**config.mk**
```make
export PLATFORM = sky130hd
export DESIGN_NAME = nes_pad_responder
export DESIGN_NICKNAME = d
export VERILOG_FILES = /design/src/rtl/nes_pad_pkg.sv /design/src/rtl/nes_edge_sync.sv /design/src/rtl/nes_pad_responder.sv
export SDC_FILE = /design/constraint.sdc
export NUM_CORES = 1
export LEC_CHECK = 0
export ABC_AREA = 1
export BUFFER_PORTS_ARGS = -buffer_cell sky130_fd_sc_hd__buf_2
export CORE_ASPECT_RATIO = 0.8
export CORE_UTILIZATION = 35
export DETAILED_ROUTE_END_ITERATION = 6
export MAX_ROUTING_LAYER = met4
export SLEW_MARGIN = 20
export SYNTH_ARGS = -nofsm -noshare
export SYNTH_HDL_FRONTEND = slang
export SYNTH_SLANG_ARGS = --single-unit
```
**constraint.sdc**
```tcl
create_clock -name clk -period 3 [get_ports clk]
set_clock_uncertainty 0.2 [all_clocks]
set_input_delay 0.15 -clock clk [delete_from_list [all_inputs] [get_ports clk]]
set_output_delay 0.15 -clock clk [all_outputs]
set_load 0.1 [all_outputs]
```
**src/rtl/nes_pad_pkg.sv**
```systemverilog
// Shared types and bit-position constants for the NES pad responder.
// NES_* index the NES serial order; MJ_* index the MiSTer joystick word.
package nes_pad_pkg;

    localparam int NES_BITS = 8;

    typedef enum logic [1:0] {
        IDLE,
        LATCHED,
        SHIFT,
        DONE
    } state_t;

    localparam int NES_A      = 0;
    localparam int NES_B      = 1;
    localparam int NES_SELECT = 2;
    localparam int NES_START  = 3;
    localparam int NES_UP     = 4;
    localparam int NES_DOWN   = 5;
    localparam int NES_LEFT   = 6;
    localparam int NES_RIGHT  = 7;

    localparam int MJ_RIGHT  = 0;
    localparam int MJ_LEFT   = 1;
    localparam int MJ_DOWN   = 2;
    localparam int MJ_UP     = 3;
    localparam int MJ_A      = 4;
    localparam int MJ_B      = 5;
    localparam int MJ_SELECT = 6;
    localparam int MJ_START  = 7;

    // Electrical level on the data pin for a button that is (or is not) pressed.
    function automatic logic pad_level(input logic pressed, input logic active_low);
        return pressed ^ active_low;
    endfunction

endpackage

```
**src/rtl/nes_edge_sync.sv**
```systemverilog
// Synchroniser for one asynchronous pad-protocol pin, followed by a history
// flop so that single-cycle rise and fall pulses can be derived.
module nes_edge_sync #(
    parameter int SYNC_STAGES = 2
) (
    input  logic clk,
    input  logic reset,
    input  logic pin_i,
    output logic level_o,
    output logic rise_o,
    output logic fall_o
);

    logic [SYNC_STAGES-1:0] sync_q;
    logic                   hist_q;

    // NOTE: sequential state uses non-blocking assignments so every flop samples
    // the pre-edge value of its neighbour; blocking here would collapse the chain.
    always_ff @(posedge clk or posedge reset) begin
        if (reset) begin
            sync_q <= '0;
            hist_q <= 1'b0;
        end else begin
            sync_q[0] <= pin_i;
            for (int i = 1; i < SYNC_STAGES; i++) begin
                sync_q[i] <= sync_q[i-1];
            end
            hist_q <= sync_q[SYNC_STAGES-1];
        end
    end

    assign level_o = sync_q[SYNC_STAGES-1];
    assign rise_o  = sync_q[SYNC_STAGES-1] & ~hist_q;
    assign fall_o  = ~sync_q[SYNC_STAGES-1] & hist_q;

endmodule

```
**src/rtl/nes_pad_responder.sv**
```systemverilog
// NES controller emulation: answers the poller's latch / pad_clk / data protocol
// with the MiSTer joystick word remapped into NES serial order.
module nes_pad_responder
    import nes_pad_pkg::*;
#(
    parameter int SYNC_STAGES     = 2,
    parameter bit ACTIVE_LOW_DATA = 1'b1,
    parameter bit SOCD_CLEAN      = 1'b1
) (
    input  logic        clk,
    input  logic        reset,
    input  logic [7:0]  joy_in,
    input  logic        latch,
    input  logic        pad_clk,
    output logic        data,
    output logic        busy,
    output logic [3:0]  bit_index,
    output logic        poll_strobe,
    output logic [15:0] poll_count
);

    logic latch_level, latch_rise, latch_fall;
    logic clk_level, clk_rise, clk_fall;

    nes_edge_sync #(.SYNC_STAGES(SYNC_STAGES)) u_latch_sync (
        .clk     (clk),
        .reset   (reset),
        .pin_i   (latch),
        .level_o (latch_level),
        .rise_o  (latch_rise),
        .fall_o  (latch_fall)
    );

    nes_edge_sync #(.SYNC_STAGES(SYNC_STAGES)) u_clk_sync (
        .clk     (clk),
        .reset   (reset),
        .pin_i   (pad_clk),
        .level_o (clk_level),
        .rise_o  (clk_rise),
        .fall_o  (clk_fall)
    );

    // Latch entry is level-driven and pad_clk falls carry no meaning.
    logic unused_edges;
    assign unused_edges = &{1'b0, latch_rise, clk_level, clk_fall};

    logic [NES_BITS-1:0] nes_raw;
    logic [NES_BITS-1:0] nes_map;

    // NOTE: every always_comb output gets a default first, so no path can leave
    // a bit unassigned and infer a latch.
    always_comb begin
        nes_raw             = '0;
        nes_raw[NES_A]      = joy_in[MJ_A];
        nes_raw[NES_B]      = joy_in[MJ_B];
        nes_raw[NES_SELECT] = joy_in[MJ_SELECT];
        nes_raw[NES_START]  = joy_in[MJ_START];
        nes_raw[NES_UP]     = joy_in[MJ_UP];
        nes_raw[NES_DOWN]   = joy_in[MJ_DOWN];
        nes_raw[NES_LEFT]   = joy_in[MJ_LEFT];
        nes_raw[NES_RIGHT]  = joy_in[MJ_RIGHT];

        nes_map = nes_raw;
        if (SOCD_CLEAN) begin
            if (nes_raw[NES_UP] && nes_raw[NES_DOWN]) begin
                nes_map[NES_UP]   = 1'b0;
                nes_map[NES_DOWN] = 1'b0;
            end
            if (nes_raw[NES_LEFT] && nes_raw[NES_RIGHT]) begin
                nes_map[NES_LEFT]  = 1'b0;
                nes_map[NES_RIGHT] = 1'b0;
            end
        end
    end

    state_t              state_q;
    logic [NES_BITS-1:0] sr_q;
    logic                data_q;
    logic                busy_q;
    logic [3:0]          bit_index_q;
    logic                poll_strobe_q;
    logic [15:0]         poll_count_q;

    // NOTE: the shift register is an 8-bit state register, not a memory, so it is
    // reset like any other flop; the not-pressed fill keeps data inactive.
    always_ff @(posedge clk or posedge reset) begin
        if (reset) begin
            state_q       <= IDLE;
            sr_q          <= '0;
            data_q        <= pad_level(1'b0, ACTIVE_LOW_DATA);
            busy_q        <= 1'b0;
            bit_index_q   <= '0;
            poll_strobe_q <= 1'b0;
            poll_count_q  <= '0;
        end else begin
            poll_strobe_q <= 1'b0;
            if (latch_level) begin
                // Latch wins over everything, including a same-cycle pad_clk rise.
                state_q     <= LATCHED;
                sr_q        <= nes_map;
                data_q      <= pad_level(nes_map[NES_A], ACTIVE_LOW_DATA);
                busy_q      <= 1'b1;
                bit_index_q <= '0;
            end else begin
                unique case (state_q)
                    LATCHED: begin
                        if (latch_fall) begin
                            state_q       <= SHIFT;
                            poll_strobe_q <= 1'b1;
                            poll_count_q  <= poll_count_q + 16'd1;
                        end
                    end
                    SHIFT: begin
                        if (clk_rise) begin
                            sr_q        <= {1'b0, sr_q[NES_BITS-1:1]};
                            data_q      <= pad_level(sr_q[1], ACTIVE_LOW_DATA);
                            bit_index_q <= bit_index_q + 4'd1;
                            if (bit_index_q == 4'(NES_BITS - 1)) begin
                                state_q <= DONE;
                                busy_q  <= 1'b0;
                            end
                        end
                    end
                    default: begin
                    end
                endcase
            end
        end
    end

    assign data        = data_q;
    assign busy        = busy_q;
    assign bit_index   = bit_index_q;
    assign poll_strobe = poll_strobe_q;
    assign poll_count  = poll_count_q;

endmodule

```
==> results.json <==
{
  "status": "finished clean",
  "vias": 1422,
  "synth_top_area_share_pct": 51.7,
  "numCtsBuffers": 5,
  "worstHoldPathType": "in -> reg",
  "cp_slowest_cell": "dlygate4sd3_1",
  "syn2layout_area_growth_pct": 23.3,
  "period_minus_slack_ns": 1.99,
  "clk_pin_slew_ns": 0.07,
  "rsz0062_at_grt": "no",
  "syn_area_per_cell_sq_um": 8.70,
  "overflow": 0,
  "die_w_microns": 82.0,
  "crit_required_ns": 2.96,
  "grt_pass1_vias": 1352,
  "start_kind": "flip-flop",
  "fmaxAchievable_mhz": 501,
  "post_cts_resize_count": 0,
  "routedWlPerCell_microns": 11.2,
  "dr.pass1.iters": 4,
  "antenna_found_initial": 0,
  "leakage_nw": 1.13,
  "dpl_cell_area_sq_um": 2030,
  "ir_drop_mv": 0.329,
  "num_io_pins": 35,
  "ant_nets": 0,
  "final_nets": 271,
  "holdWs_ns": 0.0161,
  "cp.arrival_ns": 1.95,
  "rows": 22,
  "final_common_cell": "nand2_1",
  "finalWirelength_microns": 3520,
  "antennaDiodeCount": 0,
  "crit_type": "reg -> reg",
  "grt_pass1_wl_microns": 6040,
  "clk_latency_ns": 0.28,
  "yosys.area.top_type": "dfrtp_1",
  "finalPower_mw": 1.62,
  "syn_nets": 222,
  "design_area_sq_um": 2210,
  "place_hpwl_microns": 2530,
  "yosysWarnings": 0,
  "cp_top_family": "buffers and inverters",
  "portBuffers": 34,
  "setup-violations-final": 0,
  "ys_seq_area_share_pct": 53.1,
  "cts_setup_buffers": 0,
  "cp_max_fo": 11,
  "fin_tns_setup_ns": 0,
  "synthCells": 206,
  "final_cell_mix": "nand2_1 (59), dfrtp_1 (37), buf_2 (34), inv_1 (26), nor2_1 (20)",
  "yosys-top-cells-area": "dfrtp_1 (52%), nand2_1 (12%), inv_1 (5.4%)",
  "grt_max_degree": 39,
  "cp_slowest_stage_delay_ns": 0.57,
  "die_area_sq_um": 5410,
  "critPathBufInv": 2,
  "power_per_cell_area_nw_per_um2": 734,
  "cp_cell_sequence": "inv_1 > ha_1 > nand3_1 > nand2_2 > o32ai_2 > dlygate4sd3_1",
  "place_congestion": 0.772,
  "fin_crit_sh_pct": 66.5,
  "drt-initial-drc-count": 62,
  "htreeDepth": 2,
  "drc": 0,
  "critPathCaptureType": "flip-flop",
  "final-max-slew-violation-count": 0,
  "viasPerCell": 4.50,
  "yosys_register_bits": 38,
  "tightest_slew_ns": 0.496,
  "core_sq_um": 4760,
  "fillerInstances": 475,
  "clockBufferDepth": 2,
  "drv_cap": 0,
  "root_buffer": "clkbuf_8",
  "relSlewSlack_pct": 67.1,
  "die_h_microns": 66.0,
  "ys_types": 26,
  "drive_gt1_share_pct": 20.3,
  "synth_area_sq_um": 1790,
  "initial_core_util_pct": 37.6,
  "finalHoldViolations": 0,
  "tritoncts": "built",
  "grt_use_total_pct": 15.5,
  "clkSinkCount": 38
}
==> cells by family (layout without fill, tap and decap cells) <==
kind of cell | after synthesis | after routing | synth area share (%)
flops | 38 | 38 | 53.1
buf+inv | 29 | 79 | 6.70
fa+ha+maj | 4 | 4 | 2.79
compound gates | 18 | 18 | 5.94
simple gates | 108 | 108 | 27.0
xor+xnor | 9 | 9 | 4.40
==> Yosys cell counts <==
cell type,instances
nand4_1,5
dfstp_2,1
nand2b_1,1
o21ai_0,5
inv_1,26
nor2_4,2
nor2_1,20
buf_2,1
nand3_1,11
nand3b_1,2
nor2_2,2
o22ai_1,2
o32ai_2,1
o211ai_1,1
o21ai_1,3
a21oi_1,6
nand2_2,2
xor2_1,6
inv_4,1
buf_6,1
xnor2_1,3
dfrtp_1,37
nand2_1,59
nor3_1,3
ha_1,4
nand3_4,1
==> registers in the layout, summed over array words and instances (netlist names) <==
register / flops
state_q: 2
busy: 1
poll_strobe: 1
u_clk_sync.hist_q: 1
data: 1
sr_q: 7
poll_count: 16
u_latch_sync.sync_q: 2
u_clk_sync.sync_q: 2
bit_index: 4
u_latch_sync.hist_q: 1
==> layout make-up <==
cell class	count	area [sq um]	area share, %
sequential	38	952	43.1
multi-input combinational	139	719	32.6
timing repair buffer	44	268	12.1
inverter	27	104	4.70
clock buffer	7	86.3	3.91
tap	60	75.1	3.40
clock inverter	1	5.00	0.227
==> stage by stage <==
stage	setup slack [ns]	std cells	utilization (%)
6_report	1.01	316	46.4
5_1_grt	0.907	316	46.4
3_3_place_gp	1.24	299	42.6
4_1_cts	1.01	316	46.4
2_1_floorplan	0.828	206	-
3_5_place_dp	1.24	299	42.6
==> metal layers <==
metal,up-vias,track usage (%),share of wire (%)
met5,-,-,0
met4,0,5.26,0.96
met3,2,3.86,4.3
met2,29,21.9,42
met1,648,21.6,53
li1,743,-,-
==> where the power goes <==
| part | internal (mW) | switching [mW] | total (mW) |
|---|---|---|---|
| clock | 0.185 | 0.168 | 0.354 |
| combinational | 0.130 | 0.480 | 0.610 |
| sequential | 0.587 | 0.0705 | 0.658 |
| total | 0.903 | 0.719 | 1.62 |
==> repair_timing <==
item | CTS | global route
hold buffers | 9 | 0
endpoints found under the hold margin | 45 | 0
setup endpoints to repair | 0 | 0
==> path summary, 6_finish.rpt <==
check / cells after the start / slack (ns) / start / to
max in group asynchronous: 4 / 1.91 / reset / data
hold / removal: 4 / 0.02 / joy_in[0] / sr_q[6]
setup / recovery: 6 / 1.01 / state_q[0] / sr_q[7]
setup reg to reg: 6 / 1.01 / state_q[0] / sr_q[7]
hold reg to reg: 0 / 0.15 / u_clk_sync.sync_q[0] / u_clk_sync.sync_q[1]
min in group asynchronous: 4 / 0.33 / reset / u_clk_sync.sync_q[0]
==> worst register-to-register path: stages (launching register included) <==
cell,delay [ns]
dfrtp_1,0.41
inv_1,0.06
ha_1,0.20
nand3_1,0.13
nand2_2,0.21
o32ai_2,0.10
dlygate4sd3_1,0.57
No activity file was read; power rests on OpenSTA's default activity.
